<file path="config.mk">
export PLATFORM = sky130hd
export DESIGN_NAME = cla_pipe_adder
export DESIGN_NICKNAME = d
export VERILOG_FILES = /design/src/rtl/cla_pipe_adder.sv
export SDC_FILE = /design/constraint.sdc
export NUM_CORES = 1
export LEC_CHECK = 0
export CORE_MARGIN = 1
export CORE_UTILIZATION = 55
export DETAILED_ROUTE_END_ITERATION = 7
export PLACE_DENSITY = 0.91
export SYNTH_ARGS = -nofsm -noshare
export SYNTH_HDL_FRONTEND = slang
export SYNTH_SLANG_ARGS = --single-unit
</file>
<file path="constraint.sdc">
create_clock -name clk -period 7.65 [get_ports clk]
set_input_delay 2.295 -clock clk [delete_from_list [all_inputs] [get_ports clk]]
set_output_delay 2.295 -clock clk [all_outputs]
set_load 0.05 [all_outputs]
</file>
<file path="src/rtl/cla_pipe_adder.sv">
// rtl/cla_pipe_adder.sv - pipelined carry look-ahead adder/subtractor
//
// Purpose: WIDTH-bit add/subtract built from BLOCK-bit look-ahead groups.
// One group is resolved per pipeline stage and the group carry is
// registered between stages. Throughput is one beat per cycle and latency
// is NGRP cycles.
//
// Ports:
//   clk, rst            rising-edge clock, synchronous active-high reset
//   in_valid/in_ready   operand handshake (in_ready = ~out_valid | out_ready)
//   a, b, c_in, sub     operands; sub=0: a+b+c_in, sub=1: a-b-c_in
//   out_valid/out_ready result handshake
//   sum, c_out, ovf     result, carry-out (sub: 1 = no borrow), signed overflow
//
// Optional feature: define CLA_PIPE_SAT_EN to clamp sum to the signed
// extreme on overflow. The clamp is applied in the final stage.
module cla_pipe_adder #(
  parameter int WIDTH = 16,
  parameter int BLOCK = 4
) (
  input  logic             clk,
  input  logic             rst,
  input  logic             in_valid,
  output logic             in_ready,
  input  logic [WIDTH-1:0] a,
  input  logic [WIDTH-1:0] b,
  input  logic             c_in,
  input  logic             sub,
  output logic             out_valid,
  input  logic             out_ready,
  output logic [WIDTH-1:0] sum,
  output logic             c_out,
  output logic             ovf
);

  localparam int NGRP = WIDTH / BLOCK;

  if ((BLOCK < 1) || (BLOCK > 8) || ((WIDTH % BLOCK) != 0)) begin : g_param_check
    $fatal(1, "cla_pipe_adder: WIDTH must be a multiple of BLOCK, BLOCK in 1..8");
  end

  // One look-ahead group: returns {group_carry_out, sum_bits}.
  // Carry into bit i is the OR over every generator below i (the group
  // carry-in counts as generator 0) ANDed with the propagates between
  // them, so no carry ripples bit to bit inside the group.
  function automatic logic [BLOCK:0] cla_group(
    input logic [BLOCK-1:0] x,
    input logic [BLOCK-1:0] y,
    input logic             ci
  );
    logic [BLOCK-1:0] p;
    logic [BLOCK-1:0] g;
    logic [BLOCK:0]   gx;
    logic [BLOCK-1:0] c;
    logic             t;
    logic             grp_g;
    logic             grp_p;
    p  = x ^ y;
    g  = x & y;
    gx = {g, ci};
    for (int i = 0; i < BLOCK; i++) begin
      c[i] = 1'b0;
      for (int j = 0; j <= i; j++) begin
        t = gx[j];
        for (int m = j; m < i; m++) begin
          t = t & p[m];
        end
        c[i] = c[i] | t;
      end
    end
    grp_g = 1'b0;
    for (int j = 1; j <= BLOCK; j++) begin
      t = gx[j];
      for (int m = j; m < BLOCK; m++) begin
        t = t & p[m];
      end
      grp_g = grp_g | t;
    end
    grp_p = &p;
    return {grp_g | (grp_p & ci), p ^ c};
  endfunction

  logic             en;
  logic [WIDTH-1:0] eb;
  logic             ecin;

  always_comb begin
    en   = ~out_valid | out_ready;
    eb   = b ^ {WIDTH{sub}};
    ecin = c_in ^ sub;
  end

  assign in_ready = en;

  for (genvar k = 0; k < NGRP; k++) begin : stg
    // RW: operand bits still unprocessed entering this stage.
    // SW: result bits resolved once this stage has run.
    localparam int RW = WIDTH - k * BLOCK;
    localparam int SW = (k + 1) * BLOCK;

    logic [RW-1:0]  a_i;
    logic [RW-1:0]  eb_i;
    logic           cin_i;
    logic           v_i;
    logic           sa_i;
    logic           seb_i;
    logic [BLOCK:0] grp;
    logic [SW-1:0]  sum_raw;
    logic [SW-1:0]  sum_d;
    logic [SW-1:0]  sum_q;
    logic           c_d;
    logic           c_q;
    logic           v_d;
    logic           v_q;

    if (k == 0) begin : g_src
      always_comb begin
        a_i     = a;
        eb_i    = eb;
        cin_i   = ecin;
        v_i     = in_valid;
        sa_i    = a[WIDTH-1];
        seb_i   = eb[WIDTH-1];
        sum_raw = grp[BLOCK-1:0];
      end
    end else begin : g_src
      always_comb begin
        a_i     = stg[k-1].g_opr.a_q;
        eb_i    = stg[k-1].g_opr.eb_q;
        cin_i   = stg[k-1].c_q;
        v_i     = stg[k-1].v_q;
        sa_i    = stg[k-1].g_opr.sa_q;
        seb_i   = stg[k-1].g_opr.seb_q;
        sum_raw = {grp[BLOCK-1:0], stg[k-1].sum_q};
      end
    end

    always_comb begin
      grp = cla_group(a_i[BLOCK-1:0], eb_i[BLOCK-1:0], cin_i);
      c_d = grp[BLOCK];
      v_d = v_i;
    end

    always_ff @(posedge clk) begin
      if (rst) begin
        sum_q <= '0;
        c_q   <= 1'b0;
        v_q   <= 1'b0;
      end else if (en) begin
        sum_q <= sum_d;
        c_q   <= c_d;
        v_q   <= v_d;
      end
    end

    // Upper operand slices and sign bits skew along with the partial sum.
    if (k < NGRP - 1) begin : g_opr
      logic [RW-BLOCK-1:0] a_d;
      logic [RW-BLOCK-1:0] a_q;
      logic [RW-BLOCK-1:0] eb_d;
      logic [RW-BLOCK-1:0] eb_q;
      logic                sa_d;
      logic                sa_q;
      logic                seb_d;
      logic                seb_q;

      always_comb begin
        a_d   = a_i[RW-1:BLOCK];
        eb_d  = eb_i[RW-1:BLOCK];
        sa_d  = sa_i;
        seb_d = seb_i;
      end

      always_ff @(posedge clk) begin
        if (rst) begin
          a_q   <= '0;
          eb_q  <= '0;
          sa_q  <= 1'b0;
          seb_q <= 1'b0;
        end else if (en) begin
          a_q   <= a_d;
          eb_q  <= eb_d;
          sa_q  <= sa_d;
          seb_q <= seb_d;
        end
      end
    end

    if (k == NGRP - 1) begin : g_fin
      logic ovf_d;
      logic ovf_q;

      always_comb begin
        ovf_d = (sa_i == seb_i) && (sum_raw[SW-1] != sa_i);
        sum_d = sum_raw;
`ifdef CLA_PIPE_SAT_EN
        if (ovf_d) begin
          sum_d = sa_i ? {1'b1, {(SW-1){1'b0}}} : {1'b0, {(SW-1){1'b1}}};
        end
`endif
      end

      always_ff @(posedge clk) begin
        if (rst) begin
          ovf_q <= 1'b0;
        end else if (en) begin
          ovf_q <= ovf_d;
        end
      end
    end else begin : g_pass
      always_comb begin
        sum_d = sum_raw;
      end
    end
  end

  assign out_valid = stg[NGRP-1].v_q;
  assign sum       = stg[NGRP-1].sum_q;
  assign c_out     = stg[NGRP-1].c_q;
  assign ovf       = stg[NGRP-1].g_fin.ovf_q;

endmodule
</file>
* After elaboration in Yosys (flattened, before gate mapping) *
Cells that the tools add are included.

storage, ports and cells
  bits in registers = 103
  word-level logic and storage cells = 128

operators by class
  equal/unequal tests = 2
  bitwise logic cells = 96
  reductions and logical operators = 5

operator list
  operator             number
  1-bit OR             41
  1-bit bitwise AND    40
  4-bit bitwise XOR    8
  4-bit bitwise AND    4
  4-bit AND reduction  4
  16-bit bitwise XOR   1
  1-bit == test        1
  1-bit logical AND    1
  1-bit != test        1
  1-bit NOT            1
  1-bit bitwise XOR    1

* Longest topological paths before layout *
  word-level depth = 10
  depth in mapped cells = 8
  mapped depth without buffers = 6

* Worst setup path before layout *
Ideal clock, no wire load.

  path kind = input-to-output
  from = input out_ready
  to = output in_ready
  data arrival time = 2833 ps
  required time = 5355 ps
  path slack = 2522 ps
  cell stages on the path = 5
  cell sequence = nor2b_4 > buf_6 > inv_4 > buf_6 > buf_6

between the ends
  longest elaborated chain between the ends = 1

ends and longest elaborated chain
  element      RTL line  source
  from (decl)  30        input logic out_ready,
  1-bit OR     88        en = ~out_valid | out_ready;
  to (decl)    24        output logic in_ready,

Every way passes these cells.

* Final worst setup path *
Same ends and word-level chain as after synthesis.

==> results.yml <==
status:
  status: "complete, no violations"
setup_path:
  crit_path_max_fanout: 3
  required_ps: 5360
  critical_path_class: "input pin to output pin"
  worstPathArrival_ps: 3770
  cp-end-kind: "output pin"
  critPathLaunchType: "input pin"
sta:
  post-route-min-period_ps: 6070
  rsz0062_at_grt: "no"
  setup_slack_ps: 1580
  post-route-period-util_pct: 79.3
  fmaxAchievable_ghz: 0.165
  worstMarginPinSlew_ps: 1060
  setup_viol: 0
  fin_skew_ps: 8.79
  slew_headroom_pct: 29.2
  tns_ps: 0
  finalMaxSlewViolations: 0
  hold_viol: 0
grt:
  grt_max_degree: 115
  use_met1_pct: 28.0
  busiest_layer: "met2"
  grtUsageMet2_pct: 38.8
  use_met3_pct: 5.53
  grt_first_pass_wirelength_um: 15200
  grt.overflow.total: 0
  track_usage_pct: 22.8
  grt_pass1_vias: 3362
  antenna_found_initial: 0
clock_network:
  ctsHoldBuffers: 0
  clock_path_buffers: 2
  htreeDepth: 3
  ctsResizeCount: 0
  clkSinkCount: 97
  clk_pin_slew_ps: 80
  post_cts_buffers: 0
  cts_inserted_buffers: 9
  clk_latency_ps: 360
  cts_tree: "done"
  root_buffer: "clkbuf_8"
floorplan:
  initial_core_util_pct: 56.6
  row_count: 32
  pin_count: 58
  die_h_um: 91.0
  die_x_um: 91.0
  dieArea_um2: 8270
  core-area_um2: 7690
layout:
  finish.utilization_pct: 65.6
  antenna_cells: 0
  layout_common_cells: "nand2_1, dfxtp_1, a21oi_1"
  area_delta_synth_final_pct: 15.9
  drive_above_1_share_pct: 5.06
  final_common_cell: "nand2_1"
  stdcell_area_um2: 5050
  layout.nets: 611
yosys:
  synthAdderAreaFrac_pct: 7.59
  synth_fp_nets: 575
  synth_top_family_by_area: "simple AND/OR/NAND/NOR gates"
  netlist_area_um2: 4350
  synthArstFlopShare_pct: 0
  synth_seq_cells: 97
  yosysWarningCount: 0
  avgSynthCellArea_um2: 8.49
  synth_flop_cell: "dfxtp_1"
  synth-simple-area-share_pct: 19.4
  synth_edf_count: 0
  synth_mux_area_share_pct: 0
  yosysUniqueCellTypes: 42
  synth_compound_area_share_pct: 18.0
  synth_xor_area_share_pct: 4.23
  yosysSeqAreaShare_pct: 44.6
  syn_inst: 513
power_and_ir_drop:
  power.density_nw_per_um2: 205
  finalPower_uw: 1040
  vdd_drop_max_uv: 97.0
  p_leak_uw: 0.00194
place:
  post-place-ws_ps: 1590
  numPortBuffers: 57
  placed_area_um2: 4850
  dp_hpwl_um: 6070
  place_congestion: 0.819
run:
  cap_violations: 0
drt:
  viasPerCell: 5.45
  routed_wl_um: 9080
  wl_per_cell_um: 13.9
  ant_nets: 0
  firstDrtPassIters: 4
  vias: 3567
  drcViolationCount: 0
  drt_iter0_drc: 310
min_path:
  worstHoldPathType: "flop to flop"
[final cells by class]
class	instances	area [µm²]
clock inverters	3	40.0
well taps	102	128
repair buffers	61	596
flip-flops and latches	97	1940
inverters	11	43.8
multi-input cells	369	2140
fillers	655	2640
clock buffers	12	155
[report_power, final]
group          leakage (µW)  total, µW  switching, µW  internal (µW)
clock network      0.000102        331            165            166
registers          0.000797        560           21.3            538
logic               0.00104        146           78.7           67.5
total               0.00194       1040            265            772
[per-layer routing]
metal | part of all wire [%] | vias to the layer above
met5 | 0 | -
met4 | 2.1 | 0
met3 | 3.9 | 15
met2 | 50 | 75
met1 | 44 | 1664
li1 | - | 1813
[critical path: stages]
cell and delay [ps]:
clkdlybuf4s50_1 560, nor2b_4 70, inv_4 50, clkdlybuf4s50_1 790
[path summary, 6_finish.rpt]
kind / from / endpoint / slack [ps] / cells past startpoint
max: out_ready / in_ready / 1580 / 4
min: sum[4]$_SDFFE_PP0P_ / sum[4]$_SDFFE_PP0P_ / 450 / 2
max reg2reg: out_valid$_SDFFE_PP0P_ / stg[2].sum_q[11]$_SDFFE_PP0P_ / 5660 / 4
min reg2reg: sum[4]$_SDFFE_PP0P_ / sum[4]$_SDFFE_PP0P_ / 450 / 2
[flip-flops by register name (all words and copies together) (netlist names)]
signal          flops
stg.v_q             3
stg.g_opr.a_q      24
stg.g_opr.eb_q     24
stg.c_q             3
out_valid           1
ovf                 1
sum                16
c_out               1
stg.sum_q          24
[metrics by stage]
step / std cells / hold slack [ps]
finish: 655 / 449
floorplan: 513 / 432
global route: 655 / 468
detailed placement: 640 / 444
global placement: 640 / 438
CTS: 655 / 454
[synth_stat cells (3+ instances only)]
cell type,number,area share (%)
o211ai_1,9,1.6
buf_4,7,1.2
a211oi_1,14,2.4
buf_2,15,1.7
o21a_1,4,0.69
xnor2_1,16,3.2
clkbuf_1,3,0.26
nor2b_1,3,0.43
xor2_1,5,1.0
a21oi_1,78,9.0
nand2b_1,4,0.57
a2111o_1,3,0.78
fa_1,4,1.8
a211oi_2,3,0.86
buf_6,6,1.6
nand3_1,16,1.8
ha_1,20,5.7
buf_1,5,0.43
or4_1,4,0.69
nand2_1,140,12
dfxtp_1,97,45
nor2_1,22,1.9
inv_1,10,0.86
[cells by family (layout without fill, tap and decap cells)]
family	count (synthesis)	in the layout
AOI/OAI and AO/OA	125	125
xor gates and xnor gates	21	21
adders and majority gates	24	24
buffers and inverters	47	87
DFF	97	97
and+or+nand+nor	199	199
Note: power is estimated with default switching activity, not from simulation.
